### config.mk
export PLATFORM = sky130hd
export DESIGN_NAME = cpx_mult_axis
export DESIGN_NICKNAME = d
export VERILOG_FILES = /design/src/rtl/cpx_mult_axis.sv
export SDC_FILE = /design/constraint.sdc
export NUM_CORES = 2
export LEC_CHECK = 0
export CAP_MARGIN = 5
export CORE_MARGIN = 4
export CORE_UTILIZATION = 60
export DETAILED_ROUTE_END_ITERATION = 8
export PLACE_DENSITY = 0.79
export SLEW_MARGIN = 10
export SYNTH_ARGS = -nofsm -noshare
export SYNTH_HDL_FRONTEND = slang
export SYNTH_SLANG_ARGS = --single-unit
### constraint.sdc
create_clock -name clk -period 10 [get_ports clk]
set_input_delay 2 -clock clk [delete_from_list [all_inputs] [get_ports clk]]
set_output_delay 2 -clock clk [all_outputs]
set_load 0.03 [all_outputs]
### src/rtl/cpx_mult_axis.sv
`default_nettype none
// ============================================================================
// Module  : cpx_mult_axis
// Brief   : 3-stage pipelined complex multiplier (x*y or x*conj(y)) with
//           valid/ready handshakes. Define CPX_MULT_SAT_EN to saturate the
//           output instead of two's-complement wrap.
// Rev     : 1.0  initial release
// ============================================================================

module cpx_mult_axis #(
  parameter int XB       = 12,
  parameter int YB       = 12,
  parameter int OUT_BITS = 16,
  parameter int SHIFT    = 8
) (
  input  logic                clk,
  input  logic                rst,
  input  logic                m_axis_x_tvalid,
  output logic                m_axis_x_tready,
  input  logic [XB-1:0]       xi,
  input  logic [XB-1:0]       xq,
  input  logic                m_axis_y_tvalid,
  output logic                m_axis_y_tready,
  input  logic [YB-1:0]       yi,
  input  logic [YB-1:0]       yq,
  input  logic                conj,
  input  logic                last_in,
  output logic                s_axis_tvalid,
  input  logic                s_axis_tready,
  output logic [OUT_BITS-1:0] i,
  output logic [OUT_BITS-1:0] q,
  output logic                s_axis_tlast
);

  localparam int P  = XB + YB + 1;
  localparam int RW = P + 1;

  logic                w_adv;
  logic                w_fire;
  logic                vld1_q, vld2_q, vld3_q;
  logic                cnj1_q;
  logic                lst1_q, lst2_q, lst3_q;
  logic signed [P-1:0] w_xi, w_xq, w_yi, w_yq;
  logic signed [P-1:0] pii_d, pqq_d, pqi_d, piq_d;
  logic signed [P-1:0] pii_q, pqq_q, pqi_q, piq_q;
  logic signed [P-1:0] si_d, sq_d, si_q, sq_q;
  logic [OUT_BITS-1:0] i_q, q_q;
  logic signed [P-1:0] w_s [2];
  logic [OUT_BITS-1:0] w_o [2];

  // The whole pipeline advances as one unit whenever the output slot can move.
  assign w_adv           = !vld3_q || s_axis_tready;
  assign w_fire          = m_axis_x_tvalid && m_axis_y_tvalid && w_adv;
  assign m_axis_x_tready = !rst && w_adv && m_axis_y_tvalid;
  assign m_axis_y_tready = !rst && w_adv && m_axis_x_tvalid;

  assign w_xi = {{(P-XB){xi[XB-1]}}, xi};
  assign w_xq = {{(P-XB){xq[XB-1]}}, xq};
  assign w_yi = {{(P-YB){yi[YB-1]}}, yi};
  assign w_yq = {{(P-YB){yq[YB-1]}}, yq};

  always_comb begin
    pii_d = w_xi * w_yi;
    pqq_d = w_xq * w_yq;
    pqi_d = w_xq * w_yi;
    piq_d = w_xi * w_yq;
    si_d  = cnj1_q ? (pii_q + pqq_q) : (pii_q - pqq_q);
    sq_d  = cnj1_q ? (pqi_q - piq_q) : (pqi_q + piq_q);
  end

  assign w_s[0] = si_q;
  assign w_s[1] = sq_q;

  for (genvar c = 0; c < 2; c++) begin : g_comp
    logic signed [RW-1:0] w_v;
    logic signed [RW-1:0] w_r;
    assign w_v = {w_s[c][P-1], w_s[c]};

    if (SHIFT > 0) begin : g_rnd
      localparam logic signed [RW-1:0] C_HALF = RW'(1) << (SHIFT - 1);
      logic signed [RW-1:0] w_sum;
      assign w_sum = w_v + C_HALF;
      assign w_r   = w_sum >>> SHIFT;
    end else begin : g_nornd
      assign w_r = w_v;
    end

    if (OUT_BITS >= RW) begin : g_ext
      assign w_o[c] = OUT_BITS'(w_r);
    end else begin : g_red
`ifdef CPX_MULT_SAT_EN
      // Overflow when the bits above the output sign bit disagree with it.
      logic w_ovf;
      assign w_ovf  = !((&w_r[RW-1:OUT_BITS-1]) || !(|w_r[RW-1:OUT_BITS-1]));
      assign w_o[c] = w_ovf ? {w_r[RW-1], {(OUT_BITS-1){!w_r[RW-1]}}}
                            : w_r[OUT_BITS-1:0];
`else
      assign w_o[c] = w_r[OUT_BITS-1:0];
`endif
    end
  end

  always_ff @(posedge clk) begin
    if (rst) begin
      vld1_q <= 1'b0;
      vld2_q <= 1'b0;
      vld3_q <= 1'b0;
      lst3_q <= 1'b0;
      i_q    <= '0;
      q_q    <= '0;
    end else if (w_adv) begin
      vld1_q <= w_fire;
      vld2_q <= vld1_q;
      vld3_q <= vld2_q;
      lst3_q <= lst2_q;
      i_q    <= w_o[0];
      q_q    <= w_o[1];
    end
  end

  always_ff @(posedge clk) begin
    if (w_adv) begin
      cnj1_q <= conj;
      lst1_q <= last_in;
      pii_q  <= pii_d;
      pqq_q  <= pqq_d;
      pqi_q  <= pqi_d;
      piq_q  <= piq_d;
      lst2_q <= lst1_q;
      si_q   <= si_d;
      sq_q   <= sq_d;
    end
  end

  assign s_axis_tvalid = vld3_q;
  assign s_axis_tlast  = lst3_q;
  assign i             = i_q;
  assign q             = q_q;

endmodule

`default_nettype wire

==> report_table.html <==
<table>
<tr><th>Metric</th><th>Value</th></tr>
<tr><th colspan="2">Worst setup path</th></tr>
<tr><td>Highest fanout seen on the critical path</td><td>24</td></tr>
<tr><td>Type of element capturing the critical path</td><td>register</td></tr>
<tr><td>Launching element type of the critical path</td><td>primary input</td></tr>
<tr><td>Longest individual stage delay on the worst path</td><td>1.34 ns</td></tr>
<tr><td>FF-to-FF setup slack</td><td>5.36 ns</td></tr>
<tr><td>Signal arrival time at the worst endpoint</td><td>~8.6 ns</td></tr>
<tr><td>Ordered cell list for the critical path</td><td>clkdlybuf4s50_1, nand2_1, fa_1, inv_1, ha_1, fa_1, inv_1, fa_1, fa_1, inv_1, ha_1, nor2b_1, o21ai_0, a21boi_0, o211ai_1, a211o_1, a311oi_1, nor4_1, a311oi_1</td></tr>
<tr><td>Slowest CP cell</td><td>sky130_fd_sc_hd__clkdlybuf4s50_1</td></tr>
<tr><td>Start-to-end type of the worst setup path</td><td>in2reg</td></tr>
<tr><td>Cell repeated most along the worst path</td><td>sky130_fd_sc_hd__fa_1</td></tr>
<tr><td>Required time of the critical path</td><td>10.22 ns</td></tr>
<tr><td>Critical path origin</td><td>xq[5]</td></tr>
<tr><td>Worst R2R End</td><td>sq_q[23]</td></tr>
<tr><td>Critical R2R Launch</td><td>piq_q[5]</td></tr>
<tr><td>Depth of the most critical reg-to-reg path</td><td>15</td></tr>
<tr><th colspan="2">Hold path</th></tr>
<tr><td>HP Start</td><td>lst1_q</td></tr>
<tr><td>Hold WC Path Type</td><td>reg2reg</td></tr>
<tr><td>Hold Path Depth</td><td>0</td></tr>
<tr><td>Terminating pin of the worst hold path</td><td>lst2_q</td></tr>
<tr><th colspan="2">Placement</th></tr>
<tr><td>Final weighted congestion of routability-driven global placement</td><td>between 0.9 and 1</td></tr>
<tr><td>Count of input and output buffers</td><td>90</td></tr>
<tr><td>Placed wire-length estimate after detailed placement</td><td>56.1 mm</td></tr>
<tr><td>Worst Setup Slack post-DPL</td><td>1.37 ns</td></tr>
<tr><th colspan="2">Detailed routing</th></tr>
<tr><td>Iteration count of the initial detailed-routing pass</td><td>5</td></tr>
<tr><td>Total DRC errors in the routed layout</td><td>0</td></tr>
<tr><td>Wire length per cell after detailed routing</td><td>18.0 um</td></tr>
<tr><td>Detailed-route vias per instance</td><td>5.58</td></tr>
<tr><td>Total Routed Length</td><td>69.3 mm</td></tr>
<tr><td>Antenna Nets Post-Route</td><td>0</td></tr>
<tr><td>Detailed Route Iter0 Violations</td><td>1299</td></tr>
<tr><td>Count of vias placed by the detailed router</td><td>21400</td></tr>
<tr><th colspan="2">STA</th></tr>
<tr><td>Max-slew headroom</td><td>13.0%</td></tr>
<tr><td>Hold Violations, Final</td><td>0</td></tr>
<tr><td>Minimum period implied by the final worst setup slack</td><td>between 8 and 9 ns</td></tr>
<tr><td>Final period utilization</td><td>83.7%</td></tr>
<tr><td>Worst clock skew</td><td>0.0150 ns</td></tr>
<tr><td>Setup TNS</td><td>0 ns</td></tr>
<tr><td>Count of final max-slew check failures</td><td>0</td></tr>
<tr><td>Unrepaired setup endpoints after global routing</td><td>false</td></tr>
<tr><td>Worst Max-Slew Pin Slew</td><td>1.30 ns</td></tr>
<tr><td>F_max</td><td>119 MHz</td></tr>
<tr><td>Count of final setup violators</td><td>0</td></tr>
<tr><td>Min setup slack post-route</td><td>1.63 ns</td></tr>
<tr><th colspan="2">Logic synthesis</th></tr>
<tr><td>Register area share after synthesis</td><td>15.9%</td></tr>
<tr><td>Yosys cell types</td><td>slightly above 70</td></tr>
<tr><td>Fraction of synthesized cell area in xor and xnor cells</td><td>5.73%</td></tr>
<tr><td>Number of flops mapped to enable cells by yosys</td><td>between 100 and 150</td></tr>
<tr><td>Number of synthesis warnings</td><td>0</td></tr>
<tr><td>Simple-gate area share of the yosys netlist</td><td>14.2%</td></tr>
<tr><td>Syn avg cell area</td><td>9.45 um2</td></tr>
<tr><td>Post-synth top area share</td><td>a little under two fifths</td></tr>
<tr><td>Cell with the most instances after synthesis</td><td>sky130_fd_sc_hd__inv_1</td></tr>
<tr><td>Syn Inst Count</td><td>about 3100</td></tr>
<tr><td>Library cell with the largest summed area after synthesis</td><td>sky130_fd_sc_hd__fa_1</td></tr>
<tr><td>Largest family of logic cells by synthesized area</td><td>adder cells</td></tr>
<tr><td>Combined area of all synthesized cells</td><td>29700 um2</td></tr>
<tr><td>Main area contributors after synthesis</td><td>sky130_fd_sc_hd__fa_1, sky130_fd_sc_hd__edfxtp_1, sky130_fd_sc_hd__ha_1</td></tr>
<tr><td>Total nets after synthesis</td><td>between 3000 and 4000</td></tr>
<tr><td>Adder and majority cell fraction of the synthesized area</td><td>47.9%</td></tr>
<tr><td>Flop and latch count out of synthesis</td><td>approximately 170</td></tr>
<tr><td>Most common library cells after synthesis</td><td>sky130_fd_sc_hd__inv_1, sky130_fd_sc_hd__fa_1, sky130_fd_sc_hd__nand2_1</td></tr>
<tr><td>Primary FF master, synth</td><td>sky130_fd_sc_hd__edfxtp_1</td></tr>
<tr><td>Portion of netlist area occupied by mux cells</td><td>less than 1%</td></tr>
<tr><td>Proportion of register bits with asynchronous set or reset after synthesis</td><td>0%</td></tr>
<tr><td>Area fraction in compound gates after synthesis</td><td>slightly above 6%</td></tr>
<tr><th colspan="2">Floorplanning</th></tr>
<tr><td>Die outline height</td><td>between 200 and 250 um</td></tr>
<tr><td>Die area</td><td>53100 um2</td></tr>
<tr><td>Initial cell density of the core</td><td>60.6%</td></tr>
<tr><td>Core outline area</td><td>49000 um2</td></tr>
<tr><td>Number of ports placed on the die boundary</td><td>around 90</td></tr>
<tr><td>Number of rows in the core area</td><td>81</td></tr>
<tr><td>Die X-Extent</td><td>~230 um</td></tr>
<tr><th colspan="2">Status</th></tr>
<tr><td>Outcome</td><td>complete, no violations</td></tr>
<tr><th colspan="2">Global route</th></tr>
<tr><td>Maximum number of pins on one net before global-route repair</td><td>126</td></tr>
<tr><td>Total grt overflow</td><td>0</td></tr>
<tr><td>Antenna violations before repair</td><td>3</td></tr>
<tr><td>Global-route wire length before repair</td><td>between 100 and 150 mm</td></tr>
<tr><td>Via count of the first global-routing pass</td><td>23100</td></tr>
<tr><td>GRT Util Overall</td><td>27.3%</td></tr>
<tr><th colspan="2">Final layout</th></tr>
<tr><td>Number of fillers in the final layout</td><td>3851</td></tr>
<tr><td>NumNets Final</td><td>4021</td></tr>
<tr><td>P&amp;R area growth vs syn</td><td>7.12%</td></tr>
<tr><td>Share of layout cells above drive strength 1</td><td>2.83%</td></tr>
<tr><th colspan="2">Job</th></tr>
<tr><td># Max-Cap Violations</td><td>0</td></tr>
<tr><th colspan="2">Clock network</th></tr>
<tr><td>Hold bufs inserted after CTS</td><td>0</td></tr>
<tr><td>Master cell of the clock root buffer</td><td>sky130_fd_sc_hd__clkbuf_16</td></tr>
<tr><td>Clock tree from TritonCTS</td><td>yes</td></tr>
<tr><td>Clock insertion delay at the later pin of the skew report</td><td>0.47 ns</td></tr>
<tr><td>Cts bufs inserted</td><td>17</td></tr>
<tr><td>Number of clock sinks</td><td>169</td></tr>
<tr><td>Total setup buffers inserted after CTS</td><td>0</td></tr>
<tr><td>CTS H-tree lvls</td><td>4</td></tr>
<tr><td>Number of buffers between clock root and the deepest sink</td><td>2</td></tr>
<tr><td>Number of gates given a new drive strength after cts</td><td>0</td></tr>
<tr><td>Clock-pin slew on the worst setup and hold paths</td><td>around 0.07 ns</td></tr>
</table>
-- kinds of logic (layout without fill, tap and decap cells) --
kind of cell	count (synthesis)	after routing
other	0	1
flip-flops	169	169
buffers and inverters	800	836
XOR/XNOR	192	192
adder cells (fa/ha/maj)	804	804
AO/OA/AOI/OAI	275	275
AND/OR/NAND/NOR	895	895
multiplexers	4	4
-- flip-flops by register name, indices dropped and copies added, names as in the netlist, 16 cells and up --
name / flops
si_q: 17
sq_q: 17
pqi_q: 24
i: 16
pqq_q: 24
piq_q: 24
pii_q: 24
q: 16
-- final cells by class --
class,instances,area [um2],share of cell area [%]
Antenna cell,1,2.50,0.00788
Clock buffer,19,443,1.39
Clock inverter,13,155,0.488
Inverter,686,2580,8.12
Multi-Input combinational cell,2170,21900,69.1
Sequential cell,169,4710,14.8
Tap cell,664,831,2.61
Timing Repair Buffer,118,1110,3.48
-- how the worst max path moves through the flow --
stage                      to  cells after the start  slack (ns)
global placement    pqq_q[22]                     19        1.61
floorplan           pqq_q[22]                     19        2.94
finish              pqq_q[23]                     19        1.63
CTS                 pqq_q[23]                     19        1.80
global route        pqq_q[23]                     19        1.43
detailed placement  pqq_q[22]                     19        1.37
-- placed cells by master, fill, tap and decap left out, types with 8 or more instances in the layout --
cell type                         Yosys  routed
sky130_fd_sc_hd__a211oi_1            34      34
sky130_fd_sc_hd__a21o_1              31      31
sky130_fd_sc_hd__a21oi_1             96      96
sky130_fd_sc_hd__a31oi_1             13      13
sky130_fd_sc_hd__and2_1             173     173
sky130_fd_sc_hd__and3_1              25      25
sky130_fd_sc_hd__buf_4                0      28
sky130_fd_sc_hd__clkbuf_16            0      17
sky130_fd_sc_hd__clkdlybuf4s50_1      0      89
sky130_fd_sc_hd__dfxtp_1             36      36
sky130_fd_sc_hd__edfxtp_1           133     133
sky130_fd_sc_hd__fa_1               552     552
sky130_fd_sc_hd__ha_1               252     252
sky130_fd_sc_hd__inv_1              685     684
sky130_fd_sc_hd__nand2_1            418     418
sky130_fd_sc_hd__nand2b_1            18      18
sky130_fd_sc_hd__nand3_1             25      25
sky130_fd_sc_hd__nor2_1             143     143
sky130_fd_sc_hd__nor2b_1             11      11
sky130_fd_sc_hd__nor3_1              24      24
sky130_fd_sc_hd__o21a_1              12      12
sky130_fd_sc_hd__o21ai_0             33      33
sky130_fd_sc_hd__or2_2                8       8
sky130_fd_sc_hd__or3_1               12      12
sky130_fd_sc_hd__xnor2_1            132     132
sky130_fd_sc_hd__xor2_1              59      59
-- metrics by stage --
step	utilization (%)	cells	area, um2	hold WS (ns)
6_report	64.9	3840	31800	0.439
4_1_cts	64.9	3839	31800	0.436
3_5_place_dp	63.7	3807	31200	0.413
3_3_place_gp	63.7	3807	31200	0.406
5_1_grt	64.9	3840	31800	0.444
2_1_floorplan	-	3139	29700	0.400
-- routing by layer --
| layer | track usage (%) | wire (um) | vias to the layer above |
|---|---|---|---|
| met5 | 0 | 26 | - |
| met1 | 34.9 | 27200 | 10800 |
| li1 | - | - | 9659 |
| met2 | 46.1 | 33900 | 808 |
| met3 | 5.07 | 5210 | 163 |
| met4 | 11.3 | 2970 | 4 |
-- worst max-delay path, delay by kind of cell --
kind	cells	cell delay [ns]
AOI/OAI and AO/OA	6	2.03
adders and majority gates	6	2.63
buffers and inverters	4	1.48
and+or+nand+nor	3	0.43
Power is not shown: default switching activity piles up to over one toggle a cycle in this logic, so the estimate is an artifact.
